[src/rtl/text_mode_renderer.sv]
// rtl/text_mode_renderer.sv - 32x30 character-cell text renderer with a 3-cycle pixel pipeline
// Optional per-cell colour attributes are compiled in with `define COLOR_ATTR_EN.
module text_mode_renderer #(
    parameter int         DATA_WIDTH = 10,
    parameter int         COLS       = 32,
    parameter int         ROWS       = 30,
    parameter int         ADDR_WIDTH = 10,
    parameter logic [2:0] FG_COLOR   = 3'b111,
    parameter logic [2:0] BG_COLOR   = 3'b000
) (
    input  logic                  clk,
    input  logic                  reset_n,
    input  logic [DATA_WIDTH-1:0] hpos,
    input  logic [DATA_WIDTH-1:0] vpos,
    input  logic                  display_on,
    input  logic                  hsync_in,
    input  logic                  vsync_in,
    output logic [ADDR_WIDTH-1:0] vram_addr,
    output logic                  vram_rd,
`ifdef COLOR_ATTR_EN
    input  logic [13:0]           vram_data,
`else
    input  logic [7:0]            vram_data,
`endif
    output logic [10:0]           font_addr,
    input  logic [7:0]            font_data,
    output logic [2:0]            rgb,
    output logic                  hsync_out,
    output logic                  vsync_out,
    output logic                  display_on_out
);

    localparam int VIS_LINES = ROWS * 8;
    localparam int COL_SHIFT = $clog2(COLS);
    localparam bit COLS_POW2 = (COLS == (1 << COL_SHIFT));

    logic                  row_vis;
    logic                  fetch;
    logic [ADDR_WIDTH-1:0] row_base;
    logic [ADDR_WIDTH-1:0] cell_addr;
    logic [ADDR_WIDTH-1:0] vram_addr_q;
    logic [10:0]           font_addr_q;
    logic                  fetch_d1_q;
    logic [2:0]            vrow_d1_q;
    logic [2:0]            hcol_d1_q, hcol_d2_q;
    logic                  vis_d1_q, vis_d2_q;
    logic [2:0]            hs_q, vs_q, de_q;
    logic [7:0]            shifter_q, shifter_d;
    logic [2:0]            rgb_q, rgb_d;
    logic [2:0]            fg_d, bg_d;
    logic                  cell_start;

    assign row_vis = (vpos < DATA_WIDTH'(VIS_LINES));
    // Reset is folded in so the strobe drops the instant reset_n falls.
    assign fetch   = reset_n && display_on && (hpos[2:0] == 3'd0) && row_vis;

    generate
        if (COLS_POW2) begin : g_row_shift
            assign row_base = ADDR_WIDTH'(vpos >> 3) << COL_SHIFT;
        end else begin : g_row_mul
            assign row_base = ADDR_WIDTH'(vpos >> 3) * ADDR_WIDTH'(COLS);
        end
    endgenerate

    assign cell_addr = row_base + ADDR_WIDTH'(hpos >> 3);
    assign vram_addr = fetch ? cell_addr : vram_addr_q;
    assign vram_rd   = fetch;

    // Font row comes from stage-1 vpos so a line change cannot mix glyph rows.
    assign font_addr = fetch_d1_q ? {vram_data[7:0], vrow_d1_q} : font_addr_q;

    assign cell_start = (hcol_d2_q == 3'd0);
    assign shifter_d  = cell_start ? font_data : {shifter_q[6:0], 1'b0};

`ifdef COLOR_ATTR_EN
    logic [2:0] fg_d2_q, bg_d2_q, fg_q, bg_q;

    assign fg_d = cell_start ? fg_d2_q : fg_q;
    assign bg_d = cell_start ? bg_d2_q : bg_q;

    always_ff @(posedge clk or negedge reset_n) begin
        if (!reset_n) begin
            fg_d2_q <= 3'd0;
            bg_d2_q <= 3'd0;
            fg_q    <= 3'd0;
            bg_q    <= 3'd0;
        end else begin
            if (fetch_d1_q) begin
                fg_d2_q <= vram_data[10:8];
                bg_d2_q <= vram_data[13:11];
            end
            fg_q <= fg_d;
            bg_q <= bg_d;
        end
    end
`else
    assign fg_d = FG_COLOR;
    assign bg_d = BG_COLOR;
`endif

    always_comb begin
        rgb_d = 3'd0;
        if (de_q[1]) begin
            if (!vis_d2_q)
                rgb_d = bg_d;
            else
                rgb_d = shifter_d[7] ? fg_d : bg_d;
        end
    end

    always_ff @(posedge clk or negedge reset_n) begin
        if (!reset_n) begin
            vram_addr_q <= '0;
            font_addr_q <= 11'd0;
            fetch_d1_q  <= 1'b0;
            vrow_d1_q   <= 3'd0;
            hcol_d1_q   <= 3'd0;
            hcol_d2_q   <= 3'd0;
            vis_d1_q    <= 1'b0;
            vis_d2_q    <= 1'b0;
            hs_q        <= 3'b111;
            vs_q        <= 3'b111;
            de_q        <= 3'b000;
            shifter_q   <= 8'd0;
            rgb_q       <= 3'd0;
        end else begin
            vram_addr_q <= vram_addr;
            font_addr_q <= font_addr;
            fetch_d1_q  <= fetch;
            vrow_d1_q   <= vpos[2:0];
            hcol_d1_q   <= hpos[2:0];
            hcol_d2_q   <= hcol_d1_q;
            vis_d1_q    <= row_vis;
            vis_d2_q    <= vis_d1_q;
            hs_q        <= {hs_q[1:0], hsync_in};
            vs_q        <= {vs_q[1:0], vsync_in};
            de_q        <= {de_q[1:0], display_on};
            shifter_q   <= shifter_d;
            rgb_q       <= rgb_d;
        end
    end

    assign rgb            = rgb_q;
    assign hsync_out      = hs_q[2];
    assign vsync_out      = vs_q[2];
    assign display_on_out = de_q[2];

endmodule

[config.mk]
export PLATFORM = sky130hd
export DESIGN_NAME = text_mode_renderer
export DESIGN_NICKNAME = d
export VERILOG_FILES = /design/src/rtl/text_mode_renderer.sv
export SDC_FILE = /design/constraint.sdc
export NUM_CORES = 1
export LEC_CHECK = 0
export BUFFER_PORTS_ARGS = -buffer_cell sky130_fd_sc_hd__buf_2
export CORE_MARGIN = 1
export CORE_UTILIZATION = 40
export CTS_BUF_LIST = sky130_fd_sc_hd__clkbuf_4
export CTS_CLUSTER_DIAMETER = 60
export DETAILED_ROUTE_END_ITERATION = 6
export HOLD_SLACK_MARGIN = 0.03
export PLACE_DENSITY_LB_ADDON = 0.05
export SKIP_CTS_REPAIR_TIMING = 1
export SYNTH_ARGS = -nofsm -noshare
export SYNTH_HDL_FRONTEND = slang
export SYNTH_SLANG_ARGS = --single-unit
[constraint.sdc]
create_clock -name clk -period 2.9 [get_ports clk]
set_input_delay 0.435 -clock clk [delete_from_list [all_inputs] [get_ports clk]]
set_output_delay 0.435 -clock clk [all_outputs]
set_load 0.05 [all_outputs]
==> results of run 1 <==
through the flow:
stage | utilization | setup slack, ns | hold WS [ns] | instance area (µm²) | std cells
4_1_cts | 0.525 | 0.519 | 0.138 | 2290 | 233
3_5_place_dp | 0.506 | 0.519 | 0.337 | 2200 | 225
2_1_floorplan | - | 0.555 | 0.139 | 1820 | 107
3_3_place_gp | 0.506 | 0.553 | 0.333 | 2200 | 225
5_1_grt | 0.525 | 0.413 | 0.134 | 2290 | 233
6_report | 0.525 | 0.532 | 0.165 | 2290 | 233
logic make-up after synthesis:
kind of cell / count (synthesis) / share of synthesized area
AO/OA/AOI/OAI: 3 / 0.0117
buffers and inverters: 9 / 0.0276
XOR/XNOR: 2 / 0.00965
AND/OR/NAND/NOR: 12 / 0.0441
flip-flops: 50 / 0.693
multiplexers: 28 / 0.189
adder cells (fa/ha/maj): 3 / 0.0248
layer usage:
metal,wire (µm),share of wire,vias up,GRT usage
met5,0,0,-,0
met4,49,0.017,0,0.0816
met3,193,0.065,6,0.0378
met2,1450,0.49,45,0.228
met1,1260,0.43,520,0.169
li1,-,-,508,-
critical path, cell delays in order:
cell and delay (ns):
buf_2 0.08, ha_1 0.17, inv_1 0.06, fa_1 0.39, nand3b_1 0.19, xnor2_1 0.13, mux2_2 0.27, buf_2 0.21
cell type report:
| cell class | instances | area, µm² | area share |
|---|---|---|---|
| sequential | 50 | 1260 | 0.550 |
| multi-input combinational | 48 | 507 | 0.222 |
| timing repair buffer | 70 | 355 | 0.155 |
| tap | 52 | 65.1 | 0.0284 |
| clock buffer | 6 | 45.0 | 0.0197 |
| clock inverter | 2 | 37.5 | 0.0164 |
| inverter | 5 | 18.8 | 0.00821 |
state kept, by name (all words and copies together), names as in the netlist:
name	count
font_addr_q	11
vrow_d1_q	3
vram_addr_q	10
rgb	1
hcol_d1_q	3
shifter_q	7
fetch_d1_q	1
vis_d2_q	1
vis_d1_q	1
vs_q	3
hs_q	3
hcol_d2_q	3
de_q	3
power by group:
group	leakage, nW	internal, mW	switching, mW
combinational	0.565	0.102	0.226
sequential	0.625	0.760	0.0157
clock	0.0419	0.191	0.208
total	1.23	1.05	0.450
worst min path at each step:
stage	startpoint	end	slack [ns]	cells after the start
final	vsync_in	vs_q[0]	0.17	1
after global routing	vsync_in	vs_q[0]	0.13	1
after CTS	vsync_in	vs_q[0]	0.14	1
after detailed placement	vis_d1_q	vis_d2_q	0.34	0
after global placement	hcol_d1_q[2]	hcol_d2_q[2]	0.33	0
after floorplan	reset_n	de_q[0]	0.14	0
layout by cell type, fill, tap and decap left out:
master,netlist,layout
dfstp_2,6,6
nor3_2,1,1
clkinvlp_4,0,1
and2_1,2,2
xnor2_1,2,2
bufinv_16,0,1
inv_1,5,5
nand3_1,1,1
mux2i_1,2,2
nor4b_2,1,1
nand2_1,1,1
clkbuf_4,0,6
buf_4,2,2
nand2b_1,1,1
a21oi_1,1,1
fa_1,1,1
mux2_4,8,8
o2bb2ai_1,1,1
dfrtp_1,44,44
ha_1,2,2
a21boi_0,1,1
nand4_1,2,2
nor2_1,2,2
buf_2,1,68
mux2_2,18,18
nand3b_1,1,1
==> impl_metrics.tcl, run 1 <==
set metrics [dict create \
    n_antenna_cell 0 \
    numCtsBuffers 5 \
    yosysTopAreaCell "dfrtp_1" \
    finalMaxSlewViolations 0 \
    rsz0062_at_grt "false" \
    track_usage 0.141 \
    num_vias 1079 \
    clk_path_buf_depth 2 \
    die_h_um 69.4 \
    drtIter0Drc 53 \
    synth_cells 107 \
    start_kind "input port" \
    yosys-top-cells-area "dfrtp_1, mux2_2, dfstp_2" \
    min_period_over_period 0.816 \
    row_count 24 \
    core_um2 4350 \
    arrival_ns 1.93 \
    clkLatencyLatePin_ns 0.36 \
    crit_type "input port to output port" \
    wire_per_inst_um 12.7 \
    yosys-top-cells-count "dfrtp_1, mux2_2, mux2_4" \
    ir_drop_uv 278 \
    regToRegStartpoint "hcol_d2_q[2]" \
    ys.flop_type "dfrtp_1" \
    viasPerCell 4.63 \
    hold_class "input port to flop" \
    crit_path_end_kind "output port" \
    final.min_clock_period_ns 2.37 \
    p_leak_nw 1.23 \
    synth-async-reset-ratio 1.00 \
    drt_pass1_iterations 4 \
    synth.distinct_cells 24 \
    grt_max_degree 51 \
    drv_cap 0 \
    yosys_warnings 0 \
    grt_overflow 0 \
    seq_area_frac_synth 0.693 \
    p_per_area_nw_per_um2 658 \
    clk_pin_slew_ns 0.13 \
    layout-drive-gt1-share 0.619 \
    crit_required_ns 2.47 \
    worst_pin_slew_ns 0.603 \
    outcome "completed" \
    antenna_found_initial 0 \
    area_growth_pct 26.0 \
    fin_tns_setup_ns 0 \
    root_buffer "clkbuf_4" \
    cts_tree "built" \
    fmax_ghz 0.422 \
    synth_edf_count 0 \
    fillers 390 \
    antenna_left 0 \
    crit_fanout 3 \
    initial_utilization 0.417 \
    synth-seq-cells 50 \
    rr_worst_depth 2 \
    die_w_um 69.4 \
    place_congestion 0.679 \
    design.die.area_um2 4810 \
    synth.top_cell.area_share 0.606 \
    syn_nets 151 \
    cp-startpoint "hpos[8]" \
    grt_pass1_vias 1166 \
    slew_headroom 0.598 \
    drc_errors 0 \
    cp-endpoint "vram_addr[9]" \
    r2r_slack_ns 1.49 \
    clock_sink_count 50 \
    setup_viol 0 \
    skew_ns 0.00635 \
    syn-cell-area_um2 1820 \
    avgSynthCellArea_um2 17.0 \
    io_pins 69 \
    synth.most_common_cell "dfrtp_1" \
    wl_um 2950 \
    hold_violations 0 \
    dp_hpwl_um 2140 \
    htree_levels 2 \
    nets 224 \
    r2r-end "shifter_q[2]" \
    grt_first_pass_wirelength_um 5220 \
    portBuffers 68 \
    p_total_mw 1.50 \
]
Power figures use the tool's default switching activity.
==> run 2: changes to the inputs <==
- ABC_AREA: unset -> 1
- clock period: 2.9 -> 2.2 ns (I/O delays scaled with it)
==> run 2 against run 1 <==
Against the previous run: first-iteration DRC count is the same; combinational power increased by 32%; sequential share of layout area decreased by 1.9 points; sequential cell count unchanged; register-to-register slack worse by 0.44 ns; core utilization up 1.2 points; largest cell class unchanged.
==> impl_metrics.tcl, run 2 <==
set metrics [dict create \
    pwr-share-comb 0.218 \
    avgSynthCellArea_um2 11.9 \
    die_w_um 70.5 \
    fin_ws_ns 0.225 \
    crit_fanout 3 \
    place_congestion 0.704 \
    area_growth_pct 26.4 \
    crit_chain "buf_2 -> ha_1 -> inv_1 -> fa_1 -> nor2_1 -> nand2_1 -> nand2_1 -> nand2_1 -> nand2_1 -> buf_2" \
    drc_errors 0 \
    ys.flop_type "dfrtp_1" \
    drt_pass1_iterations 4 \
    regArea_um2 1260 \
    drv_cap 0 \
    htree_levels 2 \
    largest_reg_flops 11 \
    fin_tns_setup_ns 0 \
    viasPerCell 4.54 \
    critPathSlowestCell "fa_1" \
    fillers 391 \
    cts_tree "built" \
    skew_ns 0.0117 \
    regToRegStartpoint "fetch_d1_q" \
    grt_first_pass_wirelength_um 5690 \
    grt_max_degree 51 \
    outcome "completed" \
    layout-drive-gt1-share 0.442 \
    synth_cells 157 \
    setup_viol 0 \
    rsz0062_at_grt "false" \
    crit_required_ns 1.87 \
    post-place-ws_ns 0.212 \
    clk_path_buf_depth 2 \
    p_per_area_nw_per_um2 836 \
    initial_utilization 0.425 \
    cpLargestDelayFamily "adder cells" \
    wl_met3_um 225 \
    design.die.area_um2 4960 \
    worst_pin_slew_ns 0.602 \
    num_vias 1293 \
    yosys-top-cells-area "dfrtp_1, nand2_1, dfstp_2" \
    min_period_over_period 0.898 \
    power_switching_share 0.302 \
    p_clk_frac 0.266 \
    finalMaxSlewViolations 0 \
    synth-async-reset-ratio 1.00 \
    hold_class "input port to flop" \
    p_total_mw 1.98 \
    p_leak_nw 1.34 \
    power_switching_mw 0.598 \
    arrival_ns 1.64 \
    row_count 24 \
    wire_per_inst_um 11.5 \
    hold_violations 0 \
    slew_headroom 0.599 \
    synth.most_common_cell "nand2_1" \
    wl_met2_um 1590 \
    synth.distinct_cells 21 \
    clock_sink_count 50 \
    core_um2 4410 \
    seq_area_frac_synth 0.672 \
    top_register "font_addr_q" \
    internal-power_mw 1.38 \
    clkLatencyLatePin_ns 0.35 \
    antenna_left 0 \
    p_seq_frac 0.516 \
    wl_met1_um 1380 \
    multiInputGateArea_um2 554 \
    top_layer "met4" \
    io_pins 69 \
    yosys-top-cells-count "nand2_1, dfrtp_1, mux2_2" \
    final_common_cell "buf_2" \
    crit_path_end_kind "output port" \
    root_buffer "clkbuf_4" \
    syn-cell-area_um2 1870 \
    grt_overflow 0 \
    numCtsBuffers 5 \
    hold_path.startpoint "vpos[0]" \
    crit_type "input port to output port" \
    wl_um 3260 \
    die_h_um 70.5 \
    ir_drop_uv 318 \
    slowest_delay_ns 0.41 \
    cp-startpoint "hpos[8]" \
    crit_top_cell "nand2_1" \
    portBuffers 68 \
    start_kind "input port" \
    drtIter0Drc 53 \
    nets 276 \
    crit_buf_inv 3 \
    antenna_found_initial 0 \
    clk_pin_slew_ns 0.13 \
    top_regs "font_addr_q (11), vram_addr_q (10), shifter_q (7)" \
    yosys_warnings 0 \
    final.min_clock_period_ns 1.97 \
    grt_pass1_vias 1337 \
    syn_nets 201 \
    synth_edf_count 0 \
    synth.top_cell.area_share 0.587 \
    track_usage 0.149 \
    n_antenna_cell 0 \
    synth-seq-cells 50 \
    dp_hpwl_um 2460 \
    yosysTopAreaCell "dfrtp_1" \
    final_cell_mix "buf_2, nand2_1, dfrtp_1" \
    fmax_ghz 0.506 \
]
[run 2: cell types whose count changed after synthesis, sizes merged, moves of 2 or more]
cell   previous run  this run
nand2             1        53
mux2i             2         0
inv               5        11
mux2             26        11
nor2              2        11
and2              2         0
nand4             2         0
o21ai             0         2
nand3             1        10
[run 2: kinds of logic (layout without fill, tap and decap cells)]
kind of cell,count (synthesis),in the layout,synth area share
muxes,11,11,0.0661
buffers and inverters,14,90,0.0327
and+or+nand+nor,76,76,0.196
AOI/OAI and AO/OA,2,2,0.00534
adders and majority gates,3,3,0.0240
DFF,50,50,0.672
xor gates and xnor gates,1,1,0.00467
[run 2: metrics by stage]
step                      instance area [µm²]  cells  hold slack, ns   util
after global routing                     2370    285          0.0312  0.537
after CTS                                2350    283          0.0390  0.532
after floorplan                          1870    157          0.0344      -
final                                    2370    285          0.0711  0.537
after global placement                   2270    275           0.334  0.514
after detailed placement                 2270    275           0.336  0.514
[run 2: final timing paths]
check                                       end  slack, ns  cells after the start
worst max-delay path               vram_addr[9]       0.23                     10
worst min-delay path               vrow_d1_q[0]       0.07                      1
worst max register to register  font_addr_q[10]       1.05                      1
worst min register to register         vis_d2_q       0.35                      0
max in group asynchronous       font_addr_q[10]       1.70                      2
min in group asynchronous                rgb[1]       0.09                      2
[run 2: area by class of cell]
class,count,area share
Clock buffer,7,0.0222
Timing Repair Buffer,71,0.155
Sequential cell,50,0.531
Multi-Input combinational cell,93,0.234
Inverter,11,0.0174
Clock inverter,1,0.0127
Tap cell,52,0.0275
[run 2: routing by layer]
layer,track usage,vias up
li1,-,645
met3,0.0491,7
met4,0.0644,0
met1,0.170,592
met5,0,-
met2,0.253,49
[run 2: power by group through the flow]
stage	Sequential [mW]	Combinational, mW	Clock, mW
final	1.02	0.433	0.526
after global placement	1.04	0.427	0
after CTS	1.02	0.436	0.550
after detailed placement	1.04	0.435	0
after floorplan	1.05	0.297	0
after global routing	1.03	0.466	0.595
